===== src/rtl/pwm_channel_scheduler_pkg.sv =====
// Shared types for the PWM channel scheduler: FSM states, measurement result
// codes and a counter width helper.
package pwm_channel_scheduler_pkg;

    typedef enum logic [2:0] {
        ST_IDLE,
        ST_SYNC_LOW,
        ST_WAIT_RISE,
        ST_MEASURE,
        ST_UPDATE
    } state_e;

    typedef enum logic [1:0] {
        RES_OK,
        RES_OVERRANGE,
        RES_TIMEOUT
    } result_e;

    function automatic int unsigned count_width(input int unsigned max_value);
        return (max_value < 1) ? 1 : $clog2(max_value + 1);
    endfunction

endpackage


===== src/rtl/pwm_input_sync.sv =====
// Parameterized-width two-flop synchronizer for asynchronous PWM inputs.
module pwm_input_sync #(
    parameter int unsigned WIDTH = 8
) (
    input  logic             clock_i,
    input  logic             reset_n_i,
    input  logic [WIDTH-1:0] async_i,
    output logic [WIDTH-1:0] sync_o
);

    logic [WIDTH-1:0] meta_q;
    logic [WIDTH-1:0] sync_q;

    always_ff @(posedge clock_i or negedge reset_n_i) begin
        if (!reset_n_i) begin
            meta_q <= '0;
            sync_q <= '0;
        end else begin
            meta_q <= async_i;
            sync_q <= meta_q;
        end
    end

    assign sync_o = sync_q;

endmodule


===== src/rtl/pwm_channel_scheduler.sv =====
// Round-robin pulse-width measurement of NUM_CHANNELS PWM inputs with one
// shared timer and hysteresis classification into a per-channel state bit.
module pwm_channel_scheduler
    import pwm_channel_scheduler_pkg::*;
#(
    parameter int unsigned NUM_CHANNELS      = 8,
    parameter int unsigned MAX_COUNTER_VALUE = 2000,
    parameter int unsigned HIGH_COUNTER_VALUE = 1800,
    parameter int unsigned LOW_COUNTER_VALUE = 1200,
    parameter int unsigned TIMEOUT_VALUE     = 25000
) (
    input  logic                                   clock_i,
    input  logic                                   reset_n_i,
    input  logic                                   enable_i,
    input  logic [NUM_CHANNELS-1:0]                pwm_i,
    output logic [NUM_CHANNELS-1:0]                channel_state_o,
    output logic [NUM_CHANNELS-1:0]                channel_valid_o,
    output logic [$clog2(NUM_CHANNELS)-1:0]        active_channel_o,
    output logic [$clog2(MAX_COUNTER_VALUE+1)-1:0] pulse_width_o,
    output logic                                   result_strobe_o
);

    localparam int unsigned CW = $clog2(NUM_CHANNELS);
    localparam int unsigned PW = count_width(MAX_COUNTER_VALUE);
    localparam int unsigned TW = count_width(TIMEOUT_VALUE);

    state_e                  state_q,  state_d;
    result_e                 result_q, result_d;
    logic [CW-1:0]           chan_q,   chan_d;
    logic [TW-1:0]           timer_q,  timer_d;
    logic [PW-1:0]           meas_q,   meas_d;
    logic [PW-1:0]           width_q,  width_d;
    logic [NUM_CHANNELS-1:0] bits_q,   bits_d;
    logic [NUM_CHANNELS-1:0] valid_q,  valid_d;
    logic                    strobe_q, strobe_d;
    logic [NUM_CHANNELS-1:0] sync_w;
    logic                    sel_q;
    logic                    at_timeout;
    logic                    at_max;

    pwm_input_sync #(
        .WIDTH (NUM_CHANNELS)
    ) u_sync (
        .clock_i   (clock_i),
        .reset_n_i (reset_n_i),
        .async_i   (pwm_i),
        .sync_o    (sync_w)
    );

    assign at_timeout = (timer_q == TW'(TIMEOUT_VALUE));
    assign at_max     = (timer_q >= TW'(MAX_COUNTER_VALUE));

    always_ff @(posedge clock_i or negedge reset_n_i) begin
        if (!reset_n_i) begin
            state_q  <= ST_IDLE;
            result_q <= RES_OK;
            chan_q   <= '0;
            timer_q  <= '0;
            meas_q   <= '0;
            width_q  <= '0;
            bits_q   <= '0;
            valid_q  <= '0;
            strobe_q <= 1'b0;
            sel_q    <= 1'b0;
        end else begin
            state_q  <= state_d;
            result_q <= result_d;
            chan_q   <= chan_d;
            timer_q  <= timer_d;
            meas_q   <= meas_d;
            width_q  <= width_d;
            bits_q   <= bits_d;
            valid_q  <= valid_d;
            strobe_q <= strobe_d;
            // Select by the next channel so sel never carries a stale bit across a switch
            sel_q    <= sync_w[chan_d];
        end
    end

    always_comb begin
        state_d  = state_q;
        result_d = result_q;
        chan_d   = chan_q;
        timer_d  = timer_q;
        meas_d   = meas_q;
        width_d  = width_q;
        bits_d   = bits_q;
        valid_d  = valid_q;
        strobe_d = 1'b0;

        case (state_q)
            ST_IDLE: begin
                timer_d = '0;
                if (enable_i) state_d = ST_SYNC_LOW;
            end
            ST_SYNC_LOW, ST_WAIT_RISE: begin
                if (!enable_i) begin
                    state_d = ST_IDLE;
                    timer_d = '0;
                end else if (at_timeout) begin
                    state_d  = ST_UPDATE;
                    result_d = RES_TIMEOUT;
                    timer_d  = '0;
                end else if (state_q == ST_SYNC_LOW && !sel_q) begin
                    state_d = ST_WAIT_RISE;
                    timer_d = '0;
                end else if (state_q == ST_WAIT_RISE && sel_q) begin
                    state_d = ST_MEASURE;
                    timer_d = TW'(1);
                end else begin
                    timer_d = timer_q + TW'(1);
                end
            end
            ST_MEASURE: begin
                if (!enable_i) begin
                    state_d = ST_IDLE;
                    timer_d = '0;
                end else if (at_max) begin
                    state_d  = ST_UPDATE;
                    result_d = RES_OVERRANGE;
                    timer_d  = '0;
                end else if (!sel_q) begin
                    state_d  = ST_UPDATE;
                    result_d = RES_OK;
                    meas_d   = timer_q[PW-1:0];
                    timer_d  = '0;
                end else begin
                    timer_d = timer_q + TW'(1);
                end
            end
            ST_UPDATE: begin
                strobe_d = 1'b1;
                timer_d  = '0;
                case (result_q)
                    RES_OK: begin
                        valid_d[chan_q] = 1'b1;
                        width_d         = meas_q;
                        if (meas_q > PW'(HIGH_COUNTER_VALUE))     bits_d[chan_q] = 1'b1;
                        else if (meas_q < PW'(LOW_COUNTER_VALUE)) bits_d[chan_q] = 1'b0;
                    end
                    RES_OVERRANGE: begin
                        valid_d[chan_q] = 1'b0;
                        bits_d[chan_q]  = 1'b0;
                        width_d         = PW'(MAX_COUNTER_VALUE);
                    end
                    default: begin
                        valid_d[chan_q] = 1'b0;
                        bits_d[chan_q]  = 1'b0;
                        width_d         = '0;
                    end
                endcase
                chan_d  = (chan_q == CW'(NUM_CHANNELS - 1)) ? '0 : chan_q + CW'(1);
                state_d = enable_i ? ST_SYNC_LOW : ST_IDLE;
            end
            default: state_d = ST_IDLE;
        endcase
    end

    assign channel_state_o  = bits_q;
    assign channel_valid_o  = valid_q;
    assign active_channel_o = chan_q;
    assign pulse_width_o    = width_q;
    assign result_strobe_o  = strobe_q;

endmodule


===== config.mk =====
export PLATFORM = sky130hd
export DESIGN_NAME = pwm_channel_scheduler
export DESIGN_NICKNAME = d
export VERILOG_FILES = /design/src/rtl/pwm_channel_scheduler_pkg.sv /design/src/rtl/pwm_input_sync.sv /design/src/rtl/pwm_channel_scheduler.sv
export SDC_FILE = /design/constraint.sdc
export NUM_CORES = 1
export LEC_CHECK = 0
export ABC_AREA = 1
export ABC_CLOCK_PERIOD_IN_PS = 2100
export CAP_MARGIN = 25
export CORE_MARGIN = 5
export CORE_UTILIZATION = 40
export DETAILED_ROUTE_END_ITERATION = 10
export PLACE_DENSITY_LB_ADDON = 0.08
export SLEW_MARGIN = 20
export SYNTH_ARGS = -nofsm -noshare
export SYNTH_HDL_FRONTEND = slang
export SYNTH_SLANG_ARGS = --single-unit
export TNS_END_PERCENT = 100

===== constraint.sdc =====
create_clock -name clock_i -period 2.1 [get_ports clock_i]
set_clock_uncertainty 0.1 [all_clocks]
set_input_delay 0.42 -clock clock_i [delete_from_list [all_inputs] [get_ports clock_i]]
set_output_delay 0.42 -clock clock_i [all_outputs]
set_load 0.1 [all_outputs]

==> impl_metrics.csv <==
group,metric,value,unit
outcome,status,"finished clean",
route,wl_per_cell,11.85,µm
finish,final_cell_mix,"125 x nand2_1, 79 x dfrtp_1, 64 x inv_1",
cts,clkSlewWorstSetupHoldPaths,80,ps
timing,setup_tns,0,ps
finish,design_area,4548,µm²
placed_design,placed_area,4340,µm²
route,wirelength,7607,µm
floorplan,core_region_area,9284,µm²
timing,holdWs,252.6,ps
grt,use_met1,20.19,%
route,drtPass1Iterations,6,
timing,fin_crit,1799,ps
finish,area_delta_synth_final,19.14,%
timing,slew_headroom,72.75,%
logic_synthesis,yosysSeqAreaShare,51.79,%
logic_synthesis,ys_types,32,
cts,clockRootBuffer,"clkbuf_8",
placed_design,port_buffers,41,
critical_path,worst-setup-path-type,"reg2reg",
grt,grt_use_total,14.18,%
timing,fin_crit_sh,85.68,%
critical_path,crit_required,2250,ps
route,drcViolationCount,0,
logic_synthesis,synth_top_area_share,51.79,%
logic_synthesis,yosys.area.top_type,"dfrtp_1",
finish,stdcell_count,642,
critical_path,start_kind,"flip-flop",
route,drtAntennaViolNets,0,
critical_path,cp.arrival,1940,ps
finish,final_common_cell,"nand2_1",
cts,cts_tree,"yes",
timing,worst_slew_pin_slew,408.8,ps
power_and_ir_drop,leakagePower,2.283,nW
route,drtIter0Drc,164,
floorplan,io_pins,42,
finish,layout-drive-gt1-share,16.76,%
timing,slew_viol_final,0,
power_and_ir_drop,power.total,5.134,mW
logic_synthesis,synth_cells,458,
placed_design,pre_cts_ws,136.7,ps
logic_synthesis,synth_seq_cells,79,
logic_synthesis,syn-mean-instance-area,8.335,µm²
grt,use_met3,3.719,%
floorplan,die_area,11600,µm²
timing,hold_viol,0,
floorplan,row_count,35,
placed_design,gp_congestion,0.8127,
grt,use_met2,21.49,%
timing,setup_viol_count_final,0,
grt,busiest_layer,"met2",
critical_path,critPathCaptureType,"flip-flop",
cts,cts_resized,0,
timing,fmax,555.8,MHz
route,via_per_inst,4.575,
floorplan,dieWidth,107.7,µm
cts,worstSkewPairLatency,350,ps
route,num_vias,2937,
job,cap_violations,0,
grt,grt_overflow,0,
power_and_ir_drop,irDropWorstVdd,0.4819,mV
logic_synthesis,yosysWarnings,0,
logic_synthesis,synthTopCellsByArea,"dfrtp_1 52%, nand2_1 12%, inv_1 6.3%",
timing,rsz0062_at_grt,"no",
timing,setup_slack,300.8,ps
logic_synthesis,synth_area,3817,µm²
finish,fin_util,48.99,%
logic_synthesis,syn-num-nets,473,
critical_path,worstPathMaxFanout,4,
cts,htree_levels,3,
cts,cts_buffers,9,
grt,grt_first_pass_wirelength,13220,µm
floorplan,die_y,107.7,µm
finish,fin_nets,523,
finish,antenna_cells,0,
grt,grt_max_degree,36,
cts,cts.sinks,79,
power_and_ir_drop,power.density,1129,nW/µm²
grt,grt_pass1_vias,2726,
cts,clock_path_buffers,2,
grt,grt_antenna_before_repair,0,
placed_design,placed_cells,625,
hold_path,holdCritPathClass,"reg2reg",
placed_design,hpwlAfterDp,5644,µm
floorplan,start_util,41.12,%
-- Yosys cell counts --
cell      number
buf_2          3
nor3_2         3
o21ai_1        9
nand3_4        1
a21boi_2       1
buf_4          2
inv_1         64
xnor2_1        1
buf_6          3
nor3_1         4
inv_2          5
nand2_1      125
nor2_4         1
o211ai_1       1
nand3_1       38
nor2_2         6
o21ai_2        5
nand4_1        7
nor2_1        27
nand2_2        5
o21ai_0       27
nand3_2        1
clkbuf_1       2
ha_1           4
o21bai_1       1
nand2_4        3
xor2_1         9
or2_2          1
nand3b_1       5
dfrtp_1       79
a21oi_1       12
o31ai_1        3
-- layer usage --
layer  routed length, µm  share of wire [%]
met1                3809                 50
met3                 431                5.7
met5                   0                  0
met2                3322                 44
met4                  43               0.57
-- worst paths after layout --
kind                                       startpoint                           end  slack, ps  cells past startpoint
max in group asynchronous                   reset_n_i    u_sync.meta_q[1]$_DFF_PN0_        910                      3
setup / recovery               timer_q[0]$_DFFE_PN0P_       result_q[0]$_DFFE_PN0P_        300                     11
min in group asynchronous                   reset_n_i  pulse_width_o[9]$_DFFE_PN0P_        440                      2
setup reg to reg               timer_q[0]$_DFFE_PN0P_       result_q[0]$_DFFE_PN0P_        300                     11
hold reg to reg            u_sync.meta_q[5]$_DFF_PN0_    u_sync.sync_o[5]$_DFF_PN0_        250                      0
hold / removal             u_sync.meta_q[5]$_DFF_PN0_    u_sync.sync_o[5]$_DFF_PN0_        250                      0
-- area by class of cell --
type | instances | area [µm²]
Multi-Input combinational cell | 300 | 1510
Inverter | 69 | 259.0
Fill cell | 943 | 4736
Timing Repair Buffer | 49 | 442.9
Tap cell | 129 | 161.4
Clock inverter | 6 | 70.07
Clock buffer | 10 | 127.6
Sequential cell | 79 | 1977
-- worst max-delay path, cell delays in order (launching register included) --
cell,delay (ps)
dfrtp_1,410
inv_1,140
ha_1,160
inv_1,40
nor2_1,70
nand2_1,80
nor2_2,130
nand2_2,90
o21ai_1,160
nand3_1,160
nand2_1,100
nand2_1,50
-- power breakdown --
part           switching (mW)  internal [mW]  total, mW
Combinational            1.54          0.574       2.12
Sequential              0.168           1.71       1.88
Clock                   0.583          0.556       1.14
-- cell families (layout without fill, tap and decap cells) --
logic type      Yosys count  after routing  synth area share [%]
simple gates            227            227                 27.24
flops                    79             79                 51.79
buf+inv                  79            134                 8.653
compound gates           59             59                 8.718
xor+xnor                 10             10                 2.294
fa+ha+maj                 4              4                 1.311
-- what timing repair did --
| action | in CTS | in global routing |
|---|---|---|
| endpoints found under the setup margin | 0 | 0 |
| hold buffers | 1 | 0 |
| buffers inserted | 0 | 0 |
| hold endpoints to repair | 30 | 0 |
No activity file was read; power rests on OpenSTA's default activity.
